==> src/rtl/layer_buf_pkg.sv <==
// Shared constants and types for the layer-1 to layer-2 ping-pong activation buffer.
// Build option: LAYER_RESULT_BUFFER_BINARIZE_EN (see layer_result_buffer.sv).
package layer_buf_pkg;

    localparam int WIDTH_DEF = 256;
    localparam int LANE_DEF  = 16;
    localparam int DEPTH_DEF = 7;
    localparam int LANES     = WIDTH_DEF / LANE_DEF;

    typedef enum logic {
        FILLING = 1'b0,
        FULL    = 1'b1
    } bank_state_e;

    typedef logic [WIDTH_DEF-1:0] act_vec_t;

    function automatic int lanes_of(input int width, input int lane);
        return width / lane;
    endfunction

endpackage

==> src/rtl/lrb_bank.sv <==
// One frame of activation vectors: registered write port, combinational read port.
// Contents survive reset and flush; only the occupancy flags are cleared.
module lrb_bank #(
    parameter int WIDTH = 256,
    parameter int DEPTH = 7,
    parameter int AW    = $clog2(DEPTH)
) (
    input  logic             clk,
    input  logic             we,
    input  logic [AW-1:0]    waddr,
    input  logic [WIDTH-1:0] wdata,
    input  logic [AW-1:0]    raddr,
    output logic [WIDTH-1:0] rdata
);

    logic [WIDTH-1:0] mem_q [DEPTH];

    always_ff @(posedge clk) begin
        if (we) begin
            mem_q[waddr] <= wdata;
        end
    end

    assign rdata = mem_q[raddr];

endmodule

==> src/rtl/layer_result_buffer.sv <==
// Ping-pong activation store between layer 1 and layer 2 (two DEPTH-vector banks).
// Define LAYER_RESULT_BUFFER_BINARIZE_EN to store each lane as all-ones/all-zeros by its MSB.
module layer_result_buffer
    import layer_buf_pkg::*;
#(
    parameter int WIDTH = WIDTH_DEF,
    parameter int LANE  = LANE_DEF,
    parameter int DEPTH = DEPTH_DEF
) (
    input  logic                     clk,
    input  logic                     rst_n,
    input  logic                     flush,
    input  logic                     wr_valid,
    input  logic [WIDTH-1:0]         wr_data,
    output logic                     wr_ready,
    output logic                     rd_valid,
    input  logic                     rd_ready,
    output logic [WIDTH-1:0]         rd_data,
    output logic [$clog2(DEPTH)-1:0] rd_index,
    output logic                     rd_last,
    output logic [1:0]               bank_full
);

    localparam int AW     = $clog2(DEPTH);
    localparam int NLANES = lanes_of(WIDTH, LANE);
    localparam logic [AW-1:0] LAST = AW'(DEPTH - 1);

    bank_state_e      state_q [2];
    bank_state_e      state_d [2];
    logic             wr_bank_q, wr_bank_d;
    logic             rd_bank_q, rd_bank_d;
    logic [AW-1:0]    wr_ptr_q, wr_ptr_d;
    logic [AW-1:0]    rd_ptr_q, rd_ptr_d;

    logic             wr_fire;
    logic             rd_fire;
    logic [WIDTH-1:0] wdata_st;
    logic [WIDTH-1:0] bank_rdata [2];

    // All outputs come from registers only; no input-to-output paths.
    assign wr_ready  = (state_q[wr_bank_q] == FILLING);
    assign rd_valid  = (state_q[rd_bank_q] == FULL);
    assign rd_data   = rd_valid ? bank_rdata[rd_bank_q] : '0;
    assign rd_index  = rd_ptr_q;
    assign rd_last   = rd_valid && (rd_ptr_q == LAST);
    assign bank_full = {state_q[1] == FULL, state_q[0] == FULL};

    assign wr_fire = wr_valid && wr_ready;
    assign rd_fire = rd_valid && rd_ready;

    for (genvar i = 0; i < NLANES; i++) begin : g_lane
`ifdef LAYER_RESULT_BUFFER_BINARIZE_EN
        assign wdata_st[i*LANE +: LANE] = {LANE{wr_data[i*LANE + LANE - 1]}};
`else
        assign wdata_st[i*LANE +: LANE] = wr_data[i*LANE +: LANE];
`endif
    end

    for (genvar b = 0; b < 2; b++) begin : g_bank
        logic we;

        assign we = rst_n && !flush && wr_fire && (wr_bank_q == 1'(b));

        lrb_bank #(
            .WIDTH (WIDTH),
            .DEPTH (DEPTH),
            .AW    (AW)
        ) u_bank (
            .clk   (clk),
            .we    (we),
            .waddr (wr_ptr_q),
            .wdata (wdata_st),
            .raddr (rd_ptr_q),
            .rdata (bank_rdata[b])
        );
    end

    // Write and read sides never target the same bank in one cycle,
    // so their flag updates are independent.
    always_comb begin
        state_d   = state_q;
        wr_bank_d = wr_bank_q;
        rd_bank_d = rd_bank_q;
        wr_ptr_d  = wr_ptr_q;
        rd_ptr_d  = rd_ptr_q;
        if (flush) begin
            state_d[0] = FILLING;
            state_d[1] = FILLING;
            wr_bank_d  = 1'b0;
            rd_bank_d  = 1'b0;
            wr_ptr_d   = '0;
            rd_ptr_d   = '0;
        end else begin
            if (wr_fire) begin
                if (wr_ptr_q == LAST) begin
                    wr_ptr_d           = '0;
                    wr_bank_d          = !wr_bank_q;
                    state_d[wr_bank_q] = FULL;
                end else begin
                    wr_ptr_d = wr_ptr_q + AW'(1);
                end
            end
            if (rd_fire) begin
                if (rd_ptr_q == LAST) begin
                    rd_ptr_d           = '0;
                    rd_bank_d          = !rd_bank_q;
                    state_d[rd_bank_q] = FILLING;
                end else begin
                    rd_ptr_d = rd_ptr_q + AW'(1);
                end
            end
        end
    end

    always_ff @(posedge clk) begin
        if (!rst_n) begin
            state_q[0] <= FILLING;
            state_q[1] <= FILLING;
            wr_bank_q  <= 1'b0;
            rd_bank_q  <= 1'b0;
            wr_ptr_q   <= '0;
            rd_ptr_q   <= '0;
        end else begin
            state_q[0] <= state_d[0];
            state_q[1] <= state_d[1];
            wr_bank_q  <= wr_bank_d;
            rd_bank_q  <= rd_bank_d;
            wr_ptr_q   <= wr_ptr_d;
            rd_ptr_q   <= rd_ptr_d;
        end
    end

endmodule

==> config.mk <==
export PLATFORM = sky130hd
export DESIGN_NAME = layer_result_buffer
export DESIGN_NICKNAME = d
export VERILOG_FILES = /design/src/rtl/layer_buf_pkg.sv /design/src/rtl/lrb_bank.sv /design/src/rtl/layer_result_buffer.sv
export SDC_FILE = /design/constraint.sdc
export NUM_CORES = 2
export LEC_CHECK = 0
export ABC_CLOCK_PERIOD_IN_PS = 40400
export BUFFER_PORTS_ARGS = -buffer_cell sky130_fd_sc_hd__buf_2
export CORE_AREA = 2 2 358 715
export DETAILED_ROUTE_END_ITERATION = 6
export DIE_AREA = 0 0 360 717
export PLACE_DENSITY = 0.72
export SLEW_MARGIN = 5
export SYNTH_ARGS = -nofsm -noshare
export SYNTH_HDL_FRONTEND = slang
export SYNTH_SLANG_ARGS = --single-unit
==> constraint.sdc <==
create_clock -name clk -period 40.4 [get_ports clk]
set_input_delay 6.06 -clock clk [delete_from_list [all_inputs] [get_ports clk]]
set_output_delay 6.06 -clock clk [all_outputs]
set_load 0.02 [all_outputs]
# Word-level counts from Yosys, hierarchy flattened

Memories as Yosys holds them, arrays and structs flattened. A register that Yosys moved wholly into a read port is not among the register bits.
Cells that the tools add are included.

Eq/ne operators: 2
Reduce and logical (&&, ||, !) cells: 15
Order comparisons: 4
$add $sub $neg: 2
Bitwise gates (word level): 8
Multiplexer cells: 29

Operator list:

| cell                | number |
|---|---|
| $mux 256            | 4 |
| $mux 3              | 6 |
| $mux 1              | 12 |
| $mux 2              | 5 |
| $logic_and 1x1->1   | 9 |
| $add 3x1->3 const B | 2 |
| $eq 3x3->1 const B  | 2 |
| $ge 2x2->1 const B  | 2 |
| $lt 2x1->1 const B  | 2 |
| $not 1->2           | 2 |
| $reduce_and 2->1    | 2 |
| $logic_not 1->1     | 3 |
| $not 1->1           | 3 |
| $and 2x2->2         | 1 |
| $demux 1 s1         | 2 |
| $not 2->2           | 1 |
| $or 2x2->2          | 1 |
| $reduce_or 2->1     | 1 |

Input port bits: 261
Memory bits (writable): 3,584
Memories kept: 2
Register bits after elaboration: 10
Word-level logic and storage cells: 68
Output and inout port bits: 264

Memories:

| memory                 | depth | bits a word | read ports | clocked after memory_dff | wr ports | RTL line       | source |
|---|---|---|---|---|---|---|---|
| g_bank[0].u_bank.mem_q | 7     | 256         | 1          | 1                        | 1        | lrb_bank.sv:16 | `logic [WIDTH-1:0] mem_q [DEPTH];` |
| g_bank[1].u_bank.mem_q | 7     | 256         | 1          | 1                        | 1        | lrb_bank.sv:16 |  |

# Logic depth before layout (Yosys ltp)

Depth after elaboration: 12
Gate-level depth with buffers: 7

# Modules after synthesis

Synthesis repeated with hierarchy kept, for this count alone.

Cell total of the unflattened synthesis: 7,771
Area total of the unflattened synthesis: 150,236.6 um2

By module, submodules not included:

| module                      | instances | cells an instance | sequential area each (um2) | area an instance (um2) |
|---|---|---|---|---|
| lrb_bank (g_bank[1].u_bank) | 1         | 3,571             | 53,811.6                   | 72,957.5 |
| lrb_bank (g_bank[0].u_bank) | 1         | 3,571             | 53,811.6                   | 72,952.5 |
| layer_result_buffer         | 1         | 629               | 200.2                      | 4,326.6 |

# Least setup slack after synthesis

Ideal clock, no wire load.

Kind: input -> register
From: in flush
To: mem g_bank[0].u_bank.mem_q[0][0] (enable)
Arrival time: 30,849 ps
Stages on the path: 5
Setup time: 1,499 ps
Data required time: 38,901 ps
Slack: 8,052 ps
Buffers on the path: 2
Path through: nand2b_1 clkbuf_1 or3_1 clkbuf_1 nor4_1

Word-level cells in the longest chain between the ends: 6

Ends and longest elaborated chain:

| item                           | RTL line                  | source |
|---|---|---|
| start: declaration             | layer_result_buffer.sv:12 | `input logic flush,` |
| $logic_not 1->1                | layer_result_buffer.sv:62 | `assign we = rst_n && !flush && wr_fire && (wr_bank_q == 1'(b));` |
| $logic_and 1x1->1 (3 in a row) | layer_result_buffer.sv:62 |  |
| $mux 1                         | lrb_bank.sv:19            | `if (we) begin` |
| $mux 1 (not written as such)   | lrb_bank.sv:20            | `mem_q[waddr] <= wdata;` |
| end: declaration               | lrb_bank.sv:16            |  |

Every way passes these cells.

==> impl_results.md <==
* Outcome: complete, no violations
* CTS Sinks at approximately 3.6k
* RePlAce Congestion at roughly 0.78
* Initial antenna violation count at 94
* Synthesized-area fraction occupied by adder cells at 0%
* Die Height at ~700 microns
* Hpwl dp at ~170 mm
* Core area at about 250000 sq um
* Nets at approximately 8.0k
* Synth Warn # at 0
* Clock group share of total power at 40.7%
* Combinational family with the most area after synthesis: multiplexers
* Multiplexer share of the synthesized area at around 15%
* Post-synthesis compound-gate area fraction at 3.53%
* Worst path required time at 34.34 ns
* Mapped Area at ~140000 sq um
* Top cell type's share of synthesized area at between 70 and 80%
* Io pins at 525
* Ys flop type: edfxtp_1
* FP Rows at between 200 and 300
* Relative slew slack at 17.0%
* Number of synthesized flops with an enable pin at ~3.6k
* Synth Area in Simple Gates at around 1.4%
* CP Class: flop to output port
* PwrDens at approximately 46 nW/um^2
* Mapped Cells at between 7k and 8k
* Clock Path Buffers at 4
* Most common cell in the netlist: edfxtp_1
* RR Startpoint: wr_bank_q
* Number of synthesized register bits at ~3.6k
* Cell type with the largest total area after synthesis: edfxtp_1
* Max FO, Critical Path at 53
* Fin. Hold Viols at 0
* Endpoints failing setup at 0
* CTS tree: yes
* Grt ovf at 0
* Global-route usage over all layers at approximately a quarter
* Hold/Removal Path Class: flop to flop
* Yosys cell types at between 40 and 50
* Max-cap violation count at 0
* Setup TNS at 0 ns
* Register share of total power at roughly three fifths
* Least-Margin Pin Slew at roughly 1.2 ns
* # resized after CTS at 0
* Clk slew on worst S/H paths at roughly 0.070 ns
* Remaining DRCs at 0
* H-tree levels at 5
* CP Capture Type: output port
* Vias in the first global route at ~72k
* Clk Latency, worst-skew pair at 0.91 ns
* Syn Area/Cell at between 15 and 20 sq um
* Die width at 360 microns
* Post CTS Setup Buffer Count at 0
* Initial Utilization at 54.8%
* Cell-internal power at between 5 and 6 mW
* Fillers at around 18k
* DR iter-0 viols at between 7k and 8k
* 1st-pass router iterations at 6
* Tmin final at ~13 ns
* Combinational power share at 1.0%
* Die Area at between 200000 and 300000 sq um
* Final wirelength at 338 mm
* DR WL/cell at between 20 and 30 microns
* Worst Clk Skew at roughly 0.035 ns
* Xor-xnor portion of the synthesized cell area at less than 1%
* Net Count, Synth at 7407
* Highest clock rate at 78.6 MHz
* Post-synth ARST share at 0%
* Switching share of power at approximately a fifth
* Number of vias per cell at between 6 and 7
* Placed inst area at roughly 140000 sq um
* Worst VDD drop at 51.8 uV
* Synth area leaders: edfxtp_1 (78%), mux2i_1 (11%), mux2_2 (4.2%)
* # hold bufs at CTS at 0
* Fraction of layout cells with a size suffix above 1 at approximately a fifth
* Switching power at about 1.4 mW
* I/O Buffers at between 500 and 600
* Num CTS Buffers at between 300 and 400
* HP Start: rd_index[0]
* First-pass GRT wire length at a little under 500 mm
* P_leak at ~47 nW
* Fin. max-slew vios at 0
* CP arrival at 6.66 ns
* Layout area overhead at 11.0%
* Synth cell count leaders: edfxtp_1 (3584), mux2i_1 (1538), o22ai_1 (768), mux2_2 (512), or3_1 (257)
* Sequential-to-total area share from yosys stat at between 70 and 80%
* Crit path launch type: flop
* CTS root buf: clkbuf_16
* Largest net degree at the start of global routing at ~150
* Via Count at roughly 71k
* Fin area at 154000 sq um
* RSZ-0062 raised after global routing: no
* Antenna-violating nets left at 0
* Fin crit share at 31.5%
final timing paths:
path | depth (start not counted) | to | slack, ns
worst max-delay path | 8 | rd_data[199] | 27.68
worst min-delay path | 2 | flop | 0.57
worst max register to register | 8 | g_bank[0].u_bank.mem_q[3][65] | 35.09
worst min register to register | 2 | flop | 0.57
cell type report:
class / instances / area [sq um] / area share [%]
sequential: 3597 / 108000 / 70.2
clock inverter: 158 / 1390 / 0.906
tap: 3287 / 4110 / 2.68
inverter: 1 / 3.75 / 0.00244
timing repair buffer: 660 / 3830 / 2.49
antenna: 58 / 145 / 0.0945
clock buffer: 378 / 8140 / 5.30
multi-input combinational: 3142 / 28100 / 18.3
critical path: stages, from the launching register on:
cell	delay [ns]
dfxtp_4	0.97
buf_4	0.89
buf_4	0.79
buf_4	0.85
buf_4	0.81
mux2i_1	0.29
o22ai_1	0.11
or3_1	0.48
buf_2	0.20
logic make-up after synthesis:
logic type / Yosys count
DFF: 3597
muxes: 2052
AOI/OAI and AO/OA: 780
buffers and inverters: 407
and+or+nand+nor: 308
xor gates and xnor gates: 2
stage by stage:
| step | util (%) | setup WS (ns) | total power, mW | hold slack (ns) | instances |
|---|---|---|---|---|---|
| floorplan | - | 8.05 | 4.21 | 0.534 | 7146 |
| global placement | 57.0 | 28.77 | 4.26 | 0.531 | 10687 |
| detailed placement | 57.0 | 28.64 | 4.26 | 0.562 | 10687 |
| CTS | 60.8 | 27.67 | 7.09 | 0.579 | 11223 |
| global route | 60.8 | 27.51 | 7.22 | 0.609 | 11238 |
| finish | 60.9 | 27.68 | 7.05 | 0.574 | 11281 |
sequential cells by signal, indices dropped and copies added, names as in the netlist, named ones only:
signal	cells
rd_bank_q	1
bank_full	2
wr_ptr_q	3
rd_index	3
g_bank.u_bank.mem_q	3584
wr_bank_q	1
metal layers:
| layer | GRT usage [%] | part of all wire, % | up-vias |
|---|---|---|---|
| li1 | - | - | 30189 |
| met1 | 32.1 | 38 | 37114 |
| met2 | 43.9 | 50 | 2897 |
| met3 | 5.97 | 8.5 | 638 |
| met4 | 8.87 | 3.2 | 64 |
| met5 | 0 | 0.13 | - |
power groups by stage:
stage / registers (mW) / clock network (mW) / logic (mW)
final: 4.11 / 2.87 / 0.0705
after global routing: 4.11 / 3.03 / 0.0770
after CTS: 4.11 / 2.91 / 0.0697
after detailed placement: 4.20 / 0 / 0.0696
after global placement: 4.19 / 0 / 0.0642
after floorplan: 4.20 / 0 / 0.00858
cells in the final DEF, fill, tap and decap left out, drive strengths merged, types with 9 or more instances in the layout:
cell type | netlist | layout
edfxtp | 3584 | 3584
mux2i | 1539 | 1539
o22ai | 768 | 768
buf | 291 | 660
mux2 | 513 | 513
clkbuf | 115 | 378
or3 | 257 | 257
clkinv | 0 | 116
diode | 0 | 58
bufinv | 0 | 22
nor2 | 15 | 15
dfxtp | 13 | 13
inv | 1 | 12
clkinvlp | 0 | 9
No activity file was read; power rests on OpenSTA's default activity.
